==> config.mk <==
export PLATFORM = sky130hd
export DESIGN_NAME = addsub_arbiter
export DESIGN_NICKNAME = d
export VERILOG_FILES = /design/src/rtl/addsub_arbiter.sv
export SDC_FILE = /design/constraint.sdc
export NUM_CORES = 1
export LEC_CHECK = 0
export BUFFER_PORTS_ARGS = -buffer_cell sky130_fd_sc_hd__buf_4
export CAP_MARGIN = 20
export CORE_AREA = 3 3 118 120
export CTS_CLUSTER_SIZE = 28
export DETAILED_ROUTE_END_ITERATION = 8
export DIE_AREA = 0 0 121 123
export PLACE_DENSITY_LB_ADDON = 0.08
export SETUP_SLACK_MARGIN = 0.3
export SLEW_MARGIN = 20
export SYNTH_ARGS = -nofsm -noshare
export SYNTH_HDL_FRONTEND = slang
export SYNTH_SLANG_ARGS = --single-unit
==> constraint.sdc <==
create_clock -name clk -period 5.4 [get_ports clk]
set_clock_uncertainty 0.05 [all_clocks]
set_input_delay 1.08 -clock clk [delete_from_list [all_inputs] [get_ports clk]]
set_output_delay 1.08 -clock clk [all_outputs]
set_load 0.03 [all_outputs]
==> src/rtl/addsub_arbiter.sv <==
// Round-robin arbiter sharing one 32-bit adder/subtractor among NREQ requesters,
// with a single registered result slot. Optional rsp_ovf output: define ADDSUB_ARBITER_OVF_EN.
module addsub_arbiter #(
   parameter int unsigned NREQ = 4
) (
   input  logic                    clk,
   input  logic                    rst,
   input  logic [NREQ-1:0]         req_valid,
   output logic [NREQ-1:0]         req_ready,
   input  logic [32*NREQ-1:0]      req_a,
   input  logic [32*NREQ-1:0]      req_b,
   input  logic [NREQ-1:0]         req_sel,
   output logic                    rsp_valid,
   input  logic                    rsp_ready,
   output logic [31:0]             rsp_data,
   output logic [$clog2(NREQ)-1:0] rsp_id
`ifdef ADDSUB_ARBITER_OVF_EN
   ,
   output logic                    rsp_ovf
`endif
);

   localparam int unsigned IDW = $clog2(NREQ);

   typedef enum logic {IDLE, RESP} state_t;

   state_t          r_state;
   state_t          w_state_nxt;
   logic [IDW-1:0]  r_ptr;
   logic [IDW-1:0]  w_gnt_idx;
   logic [IDW-1:0]  w_ptr_nxt;
   logic            w_gnt_found;
   logic            w_can_accept;
   logic            w_xfer;
   logic [31:0]     w_a;
   logic [31:0]     w_b;
   logic            w_sel;
   logic [31:0]     w_res;
   logic [31:0]     r_data;
   logic [IDW-1:0]  r_id;

   // Round-robin search: first valid requester at or after r_ptr, wrapping.
   always_comb begin
      logic [IDW-1:0] w_idx;
      w_gnt_found = 1'b0;
      w_gnt_idx   = '0;
      w_idx       = '0;
      for (int unsigned k = 0; k < NREQ; k++) begin
         w_idx = IDW'((32'(r_ptr) + k) % NREQ);
         if (!w_gnt_found && req_valid[w_idx]) begin
            w_gnt_found = 1'b1;
            w_gnt_idx   = w_idx;
         end
      end
   end

   assign w_ptr_nxt = (w_gnt_idx == IDW'(NREQ - 1)) ? '0 : w_gnt_idx + IDW'(1);

   assign w_a   = req_a[32*w_gnt_idx +: 32];
   assign w_b   = req_b[32*w_gnt_idx +: 32];
   assign w_sel = req_sel[w_gnt_idx];
   assign w_res = w_sel ? (w_a - w_b) : (w_a + w_b);

   always_ff @(posedge clk or posedge rst) begin
      if (rst) begin
         r_state <= IDLE;
      end else begin
         r_state <= w_state_nxt;
      end
   end

   always_comb begin
      w_state_nxt = r_state;
      case (r_state)
         IDLE:    if (w_xfer) w_state_nxt = RESP;
         RESP:    if (rsp_ready && !w_xfer) w_state_nxt = IDLE;
         default: w_state_nxt = IDLE;
      endcase
   end

   // The slot can take a new result when empty or being drained this cycle.
   always_comb begin
      rsp_valid    = (r_state == RESP);
      w_can_accept = (r_state == IDLE) || rsp_ready;
      req_ready    = '0;
      if (!rst && w_gnt_found && w_can_accept) req_ready[w_gnt_idx] = 1'b1;
   end

   assign w_xfer = |req_ready;

   always_ff @(posedge clk or posedge rst) begin
      if (rst) begin
         r_ptr  <= '0;
         r_data <= '0;
         r_id   <= '0;
      end else if (w_xfer) begin
         r_ptr  <= w_ptr_nxt;
         r_data <= w_res;
         r_id   <= w_gnt_idx;
      end
   end

   assign rsp_data = r_data;
   assign rsp_id   = r_id;

`ifdef ADDSUB_ARBITER_OVF_EN
   logic w_ovf;
   logic r_ovf;

   // Subtraction overflows when operand signs differ; addition when they match.
   assign w_ovf = ((w_a[31] ^ w_b[31]) == w_sel) && (w_res[31] != w_a[31]);

   always_ff @(posedge clk or posedge rst) begin
      if (rst) begin
         r_ovf <= 1'b0;
      end else if (w_xfer) begin
         r_ovf <= w_ovf;
      end
   end

   assign rsp_ovf = r_ovf;
`endif

endmodule
==> out/results.ini, run 1 <==
[outcome]
status=completed

[clocking]
cts_buffer_depth=2
cts_hold_buf=0
htree_levels=2
cts_num_sinks=37
cts_tree=built
cts.reportedPaths.clkPinSlew_ns=0.06
clk_latency_ns=0.29
cts_buffers=5
cts-root-buf=clkbuf_16

[grt]
grt_pass1_wl_um=37670
grt_overflow=0
antenna_found_initial=1
grt_max_degree=44
grt_pass1_vias=7634
grt_usage_pct=31.35

[cells_and_area]
drive_gt1_share_pct=47.02
nNetsFinal=1596
final_cells=1470
design_area_um2=10190
area_growth_pct=77.33
layout_commonest_cell=buf_4
final_cell_mix=buf_4 (450), nand2_1 (242), and3_1 (51)

[sta]
fmax_mhz=187.7
hold_viol_final=0
finalCriticalPeriod_ns=5.327
rsz0062_at_grt=yes
finalSetupViolations=0
slew_viol_final=0
tightest_slew_ns=0.5202
fin_crit_sh_pct=98.64
slew-limit-headroom_pct=64.58

[place]
hpwlAfterDp_um=19060
globalplace.congestion=0.9459
dp_cells=1399
placedInstanceArea_um2=8880
port_buffers=305

[logic_synthesis]
synth_ff_type=dfrtp_1
avgSynthCellArea_um2=6.581
syn_area_um2=5746
synth_edf_count=0
synth_warnings=0
netlist_instances=873
seq_area_frac_synth_pct=16.11
synthArstFlopShare_pct=100.0
synth_fp_nets=1177
synth_seq_cells=37
synth.distinct_cells=62

[setup_path]
critPathArrivalTime_ns=5.51
cp-start-kind=primary input
path_cells=buf_12, nor3b_4, a211oi_4, nor2_4, clkinv_4, buf_4, a211oi_1, a31o_2, and4_4, and3_4, a21oi_2, xor2_1, ha_1, nor3_2, o41a_1, o2bb2ai_2, o221ai_2, o21a_1, or3_1, a211o_1, nand3_1
crit_family=compound AO/OA/AOI/OAI gates
crit_type=primary input to register
max_stage_delay_ns=0.46
worst_setup_path_end_kind=register
cp_slowest_cell=o41a_1
required_ns=5.58
worst-path-buf-inv=3
crit_path_max_fanout=7

[min_path]
min_path_type=register to register

[power_and_ir_drop]
p_per_area_nw_per_um2=852.2
p_int_w=0.004344
comb_power_share_pct=89.4
leakage_nw=5.121
total_power_w=0.008683
p_switching_w=0.004339
seq_power_share_pct=6.2
netSwitchingFraction_pct=49.97
peakVddDrop_mv=0.3985
power.share.clock_pct=4.5

[floorplanning]
fp.dieW_um=121
num_rows=42
ioPinCount=306
design.core.area_um2=13090
initial_utilization_pct=43.91
dieArea_um2=14880
die_h_um=123

[detailed_routing]
vias=8269
routedWlPerCell_um=17.80
drc=0
first_pass_iters=7
drt_wl_total_um=26170
drt_iter0_drc=559
drt-vias-per-instance=5.625
ant_nets=0

[job]
cap_viol_max_count=0

-- sequential cells by signal, summed over array words and instances, names as in the netlist --
register / cells
rsp_valid: 1
rsp_id: 2
r_ptr: 2
rsp_data: 32
-- cell usage after synthesis, types with 5 or more instances --
master	n	area (µm²)
a211oi_1	17	127.6
a21o_1	19	142.6
a21oi_1	52	260.3
a31o_2	16	140.1
a31oi_1	37	231.5
and2_1	10	62.56
and3_1	53	331.6
buf_1	7	26.28
buf_2	9	45.04
buf_4	5	37.54
clkbuf_1	35	131.4
dfrtp_1	37	925.9
ha_1	36	450.4
inv_1	10	37.54
nand2_1	249	934.7
nand2b_1	6	37.54
nand3_1	58	290.3
nand4_1	5	31.28
nor2_1	39	146.4
o21ai_0	44	220.2
o21bai_1	5	37.54
xnor2_1	30	262.8
xor2_1	31	271.5
-- power by group through the flow --
| stage | Sequential [W] | Clock (W) | Combinational [W] |
|---|---|---|---|
| after floorplan | 0.000764 | 0 | 0.00379 |
| after global placement | 0.000529 | 0 | 0.00608 |
| after detailed placement | 0.000535 | 0 | 0.00618 |
| after CTS | 0.000533 | 0.000387 | 0.00670 |
| after global routing | 0.000554 | 0.000399 | 0.00831 |
| final | 0.000535 | 0.000390 | 0.00776 |
-- metal layers --
| layer | GRT usage [%] | vias to the layer above | part of all wire (%) |
|---|---|---|---|
| li1 | - | 3932 | - |
| met1 | 40.02 | 3864 | 39 |
| met2 | 53.91 | 409 | 50 |
| met3 | 4.620 | 64 | 7.4 |
| met4 | 11.40 | 0 | 3.3 |
| met5 | 0 | - | 0 |
-- layout make-up --
type / count / area [µm²]
fillers: 957 / 2897
well taps: 176 / 220.2
clock buffers: 5 / 125.1
diodes: 1 / 2.502
inverters: 12 / 52.55
multi-input cells: 767 / 5140
repair buffers: 468 / 3652
flip-flops and latches: 37 / 925.9
repair inverters: 1 / 5.005
clock inverters: 3 / 65.06
-- final timing paths --
kind | startpoint | to | slack, ns | cells past startpoint
worst max-delay path | req_valid[1] | rsp_data[31]$_DFFE_PP0P_ | 0.07 | 21
worst min-delay path | rsp_data[15]$_DFFE_PP0P_ | rsp_data[15]$_DFFE_PP0P_ | 0.43 | 2
worst max register to register | r_ptr[1]$_DFFE_PP0P_ | rsp_data[31]$_DFFE_PP0P_ | 0.29 | 20
worst min register to register | rsp_data[15]$_DFFE_PP0P_ | rsp_data[15]$_DFFE_PP0P_ | 0.43 | 2
max in group asynchronous | rst | rsp_data[21]$_DFFE_PP0P_ | 4.07 | 3
min in group asynchronous | rst | rsp_data[0]$_DFFE_PP0P_ | 0.86 | 3
-- cells by family after synthesis --
family / synth area share [%]
simple gates: 35.19
fa+ha+maj: 8.188
flops: 16.12
compound gates: 25.15
buf+inv: 5.357
xor+xnor: 9.299
mux: 0.6969
-- through the flow --
stage               hold slack [ns]  TNS [ns]  worst slack, ns  util, %
global route                 0.4546   -0.3200          -0.1447    77.86
detailed placement           0.4210    -1.152          -0.2056    67.86
CTS                          0.4343         0           0.2751    73.50
floorplan                    0.5166         0           0.2557        -
global placement             0.4049   -0.3106         -0.07532    67.86
finish                       0.4296         0          0.07338    77.86
-- worst register-to-register path: cells and delay by family (launching register included) --
kind / cells / cell delay (ns)
AOI/OAI and AO/OA: 8 / 2.22
xor gates and xnor gates: 1 / 0.27
adders and majority gates: 1 / 0.34
buffers and inverters: 2 / 0.31
DFF: 1 / 0.62
and+or+nand+nor: 8 / 1.25
-- what timing repair did --
item	4_1_cts	5_1_grt
resized for setup	60	74
buffers inserted	39	19
setup endpoints to repair	8	14
pin swaps	38	58
cloned	2	2
No activity file was read; power rests on OpenSTA's default activity.
==> run 2, diff against run 1 <==
Settings changed: RECOVER_POWER set to 100, SLEW_MARGIN 20 to 10.
==> run 2 against run 1 <==
Net effect:
- the flow now finishes with violations (max-capacitance violations, max-slew violations)
- register-to-register slack about the same
- sequential power about the same
- global-route usage unchanged
- clock-buffer cell count unchanged
- routed wire length increased by 0.31%
- die area unchanged
- utilization decreased by 1.0 points
- final cell count about the same
- clock power about the same
- via count increased by 0.12%
- hold slack got worse by 0.0014 ns
- non-clock buffer count unchanged
- critical endpoint unchanged
- largest cell class unchanged
==> out/results.ini, run 2 (same netlist as run 1, synthesis figures left out) <==
[sta]
slew_viol_final=38
slew-limit-headroom_pct=-48.00
tightest_slew_ns=2.220
fmax_mhz=187.6
worst_slack_ns=0.07085
fin_crit_sh_pct=98.69
finalSetupViolations=0
rsz0062_at_grt=yes
finalCriticalPeriod_ns=5.329
hold_viol_final=0

[grt]
grt_max_degree=44
grt_usage_pct=31.35
grt_overflow=0
met2_usage_pct=53.91
use_met1_pct=40.02
met3_usage_pct=4.620
top_usage_layer=met2
grt_pass1_vias=7634
grt_pass1_wl_um=37670
antenna_found_initial=1

[setup_path]
critPathArrivalTime_ns=5.51
r2r_slack_ns=0.30
ff2ff_path_depth=20
worst_setup_path_end_kind=register
reg2reg_from=r_ptr[1]$_DFFE_PP0P_
startpoint=req_valid[1]
crit_path_max_fanout=7
r2r-end=rsp_data[31]$_DFFE_PP0P_
cp-start-kind=primary input
crit_type=primary input to register
required_ns=5.58

[detailed_routing]
drt_wl_total_um=26250
routedWlPerCell_um=17.84
drc=0
ant_nets=0
drt_iter0_drc=558
first_pass_iters=6
drt-vias-per-instance=5.628
vias=8279

[job]
cap_viol_max_count=1

[min_path]
min_path_cells=2
hold_start=rsp_data[15]$_DFFE_PP0P_
min_path_type=register to register
hold_path_end=rsp_data[15]$_DFFE_PP0P_

[outcome]
status=finished with violations
violations=max-capacitance violations, max-slew violations

[clocking]
clk_latency_ns=0.29
cts-root-buf=clkbuf_16
cts_num_sinks=37
cts_buffer_depth=2
htree_levels=2
cts_tree=built
cts_buffers=5
cts_hold_buf=0
cts.reportedPaths.clkPinSlew_ns=0.06

[cells_and_area]
n_fill_cell=995
largest_register_ffs=32
design_area_um2=10060
nNetsFinal=1596
drive_gt1_share_pct=44.24
final_cell_mix=buf_4 (413), nand2_1 (242), and3_1 (51)
area_growth_pct=75.02
layout_commonest_cell=buf_4

[floorplanning]
num_rows=42
die_h_um=123
fp.dieW_um=121
design.core.area_um2=13090
initial_utilization_pct=43.91
dieArea_um2=14880
ioPinCount=306

[power_and_ir_drop]
peakVddDrop_mv=0.3969
total_power_w=0.008571
leakage_nw=4.990
p_per_area_nw_per_um2=852.3

[place]
globalplace.congestion=0.9459
port_buffers=305
placedInstanceArea_um2=8880
hpwlAfterDp_um=19060
pre_cts_ws_ns=-0.2056

## run 2: changes by cell type in the layout (fill, tap and decap cells not counted)
cell,before,now
diode_2,1,2
buf_4,450,413
clkbuf_1,0,36
clkbuf_4,0,1
## run 2: timing repair
action / CTS / global route
setup endpoints to repair: 8 / 14
resized for setup: 60 / 74
pin swaps: 38 / 58
setup buffers: 39 / 19
gates cloned: 2 / 2
## run 2: report_power, final
part	switching [W]	internal [W]	total, W	leakage (nW)
sequential	0.0000958	0.000436	0.000532	0.434
clock	0.000125	0.000264	0.000389	0.0938
combinational	0.00411	0.00354	0.00765	4.46
total	0.00433	0.00424	0.00857	4.99
## run 2: cell type report
| class | instances | area [µm²] | area share (%) |
|---|---|---|---|
| Multi-Input combinational cell | 767 | 5140 | 51.11 |
| Timing Repair Buffer | 468 | 3517 | 34.98 |
| Sequential cell | 37 | 925.9 | 9.207 |
| Tap cell | 176 | 220.2 | 2.190 |
| Clock buffer | 5 | 125.1 | 1.244 |
| Clock inverter | 3 | 65.06 | 0.6470 |
| Inverter | 12 | 52.55 | 0.5226 |
| Timing Repair inverter | 1 | 5.005 | 0.04977 |
| Antenna cell | 2 | 5.005 | 0.04977 |
## run 2: how the worst max path moves through the flow
stage,to,slack (ns)
6_report,rsp_data[31]$_DFFE_PP0P_,0.07
5_1_grt,rsp_data[31]$_DFFE_PP0P_,-0.14
4_1_cts,rsp_data[31]$_DFFE_PP0P_,0.28
3_5_place_dp,rsp_data[30]$_DFFE_PP0P_,-0.21
3_3_place_gp,rsp_data[31]$_DFFE_PP0P_,-0.08
2_1_floorplan,rsp_data[31]$_DFFE_PP0P_,0.26
## run 2: through the flow
step / cells / setup TNS, ns / hold slack, ns / utilization [%]
finish: 1471 / 0 / 0.4282 / 76.85
global route: 1470 / -0.3200 / 0.4642 / 76.83
CTS: 1448 / 0 / 0.4343 / 73.50
detailed placement: 1399 / -1.152 / 0.4210 / 67.86
global placement: 1399 / -0.3106 / 0.4049 / 67.86
floorplan: 873 / 0 / 0.5166 / -
## run 2: metal layers
metal / part of all wire, % / vias up
met4: 3.4 / 0
met3: 7.3 / 69
met1: 39 / 3852
li1: - / 3937
met2: 50 / 421
met5: 0 / -
## run 2: worst max-delay path: stages
cell,delay (ns)
buf_12,0.11
nor3b_4,0.27
a211oi_4,0.10
nor2_4,0.26
clkinv_4,0.15
buf_4,0.16
a211oi_1,0.24
a31o_2,0.19
and4_4,0.26
and3_4,0.24
a21oi_2,0.09
xor2_1,0.26
ha_1,0.34
nor3_2,0.07
o41a_1,0.46
o2bb2ai_2,0.22
o221ai_2,0.14
o21a_1,0.23
or3_1,0.31
a211o_1,0.26
nand3_1,0.07
==> run 3, diff against run 2 <==
Settings changed: CORE_AREA 3 3 118 120 to unset, CORE_MARGIN set to 8, CORE_UTILIZATION set to 47, DIE_AREA 0 0 121 123 to unset, REMOVE_ABC_BUFFERS set to 1.
==> run 3 against run 2 <==
Net effect:
- the flow finishes with violations (negative setup slack)
- combinational power increased by 4.7%
- critical path type unchanged
- largest power group unchanged
- hold slack lost 0.0022 ns
- register-to-register slack lost 0.09 ns
- utilization increased by 7.0 points
- clock-buffer cell count is 1 higher
- sequential share of layout area is essentially flat
- first-iteration DRC count grew 59%
- via count up 7.3%
==> out/results.ini, run 3 (same netlist as run 1, synthesis figures left out) <==
[grt]
grt_pass1_wl_um=41070
grt_max_degree=39
grt_overflow=0
antenna_found_initial=1
grt_usage_pct=31.13
grt_pass1_vias=8575

[detailed_routing]
drt_wl_total_um=29870
drt_iter0_drc=887
first_pass_iters=7
drt-vias-per-instance=6.018
ant_nets=0
routedWlPerCell_um=20.24
topRoutingLayerUsed=met4
vias=8882
drc=0
m1WireLength_um=10600
wl_met2_um=14250
wl_met3_um=3284

[clocking]
cts.reportedPaths.clkPinSlew_ns=0.07
cts_hold_buf=0
clk_latency_ns=0.31
cts-root-buf=clkbuf_16
cts_num_sinks=37
cts_buffer_depth=2
htree_levels=2
cts_tree=built
cts_buffers=5

[setup_path]
required_ns=5.59
worst_setup_path_end_kind=register
critPathArrivalTime_ns=5.73
cp-start-kind=primary input
crit_type=primary input to register
crit_path_max_fanout=15

[power_and_ir_drop]
peakVddDrop_mv=0.3757
leakage_nw=5.087
p_int_w=0.004334
power.share.clock_pct=3.6
seq_power_share_pct=5.9
comb_power_share_pct=90.5
netSwitchingFraction_pct=51.01
p_switching_w=0.004512
p_per_area_nw_per_um2=881.6

[place]
port_buffers=305
globalplace.congestion=0.9071
hpwlAfterDp_um=20250

[floorplanning]
initial_utilization_pct=48.03
ioPinCount=306
num_rows=40
fp.dieW_um=126.6
dieArea_um2=16020
die_h_um=126.6
design.core.area_um2=11960

[outcome]
violations=negative setup slack
status=finished with violations

[cells_and_area]
fin_util_pct=83.88
layout_commonest_cell=buf_4
area_growth_pct=74.63
final_cell_mix=buf_4 (444), nand2_1 (246), and3_1 (51)
drive_gt1_share_pct=43.60
nNetsFinal=1631
largest_register_ffs=32

[sta]
finalSetupViolations=8
rsz0062_at_grt=yes
slew-limit-headroom_pct=10.79
fmax_mhz=180.4
worst_slack_ns=-0.1434
slew_viol_final=0
finalSetupTns_ns=-0.5270
finalCriticalPeriod_ns=5.543
tightest_slew_ns=1.338
fin_crit_sh_pct=102.7
hold_viol_final=0

[job]
cap_viol_max_count=0

[min_path]
min_path_type=register to register

## run 3: worst paths after layout
| path | start | slack, ns | end | cells after the start |
|---|---|---|---|---|
| hold / removal | rsp_data[10]$_DFFE_PP0P_ | 0.43 | rsp_data[10]$_DFFE_PP0P_ | 2 |
| max in group asynchronous | rst | 2.93 | rsp_data[8]$_DFFE_PP0P_ | 3 |
| setup / recovery | req_valid[1] | -0.14 | rsp_data[31]$_DFFE_PP0P_ | 22 |
| setup reg to reg | r_ptr[1]$_DFFE_PP0P_ | 0.21 | rsp_data[31]$_DFFE_PP0P_ | 21 |
| min in group asynchronous | rst | 0.75 | rsp_data[31]$_DFFE_PP0P_ | 2 |
| hold reg to reg | rsp_data[10]$_DFFE_PP0P_ | 0.43 | rsp_data[10]$_DFFE_PP0P_ | 2 |
## run 3: per-layer routing
layer / global-route usage (%) / up-vias
met1: 35.53 / 4091
met3: 7.583 / 166
li1: - / 4002
met5: 0 / -
met4: 13.94 / 0
met2: 53.93 / 623
## run 3: repair_timing
item	CTS	global route
buffers inserted	22	19
cloned	0	1
endpoints found under the setup margin	15	14
gates resized for setup	51	74
pin swaps	38	35
## run 3: area by class of cell
type                       count  area [µm²]
antenna                        1       2.502
timing repair buffer         505        3794
fill                         785        1928
sequential                    37       925.9
clock buffer                   6       128.9
clock inverter                 2       10.01
tap                          147       183.9
multi-input combinational    766        4936
inverter                      12       52.55
## run 3: power groups by stage
stage	Combinational, W	Clock (W)	Sequential [W]
floorplan	0.00357	0	0.000768
global placement	0.00636	0	0.000521
detailed placement	0.00650	0	0.000525
CTS	0.00690	0.000303	0.000526
global route	0.00848	0.000326	0.000542
finish	0.00801	0.000315	0.000525
## run 3: per-stage QoR
stage	std cells	hold slack, ns	total power (W)	setup WS, ns	instance area (µm²)
finish	1476	0.4260	0.008846	-0.1434	10030
global placement	1425	0.4131	0.006880	-0.4855	9199
global route	1476	0.4476	0.009349	-0.2799	10030
CTS	1455	0.4353	0.007726	0.2306	9682
detailed placement	1425	0.4228	0.007020	-0.6012	9199
floorplan	815	0.4549	0.004336	-2.368	5483
## run 3: critical path, stage by stage
cell and delay, ns:
buf_8 0.11, nor3b_4 0.24, a211oi_4 0.10, nor2_4 0.17, clkinv_4 0.14, buf_4 0.24
a211oi_1 0.36, a31o_2 0.20, nand4_1 0.16, and2b_2 0.29, nand2_2 0.12, o31ai_1 0.37
xnor2_1 0.17, ha_1 0.33, nand2_1 0.12, nor4b_2 0.34, o2bb2ai_2 0.17, o221ai_2 0.13
o21a_1 0.19, or3_1 0.30, a211o_1 0.29, nand3_1 0.08
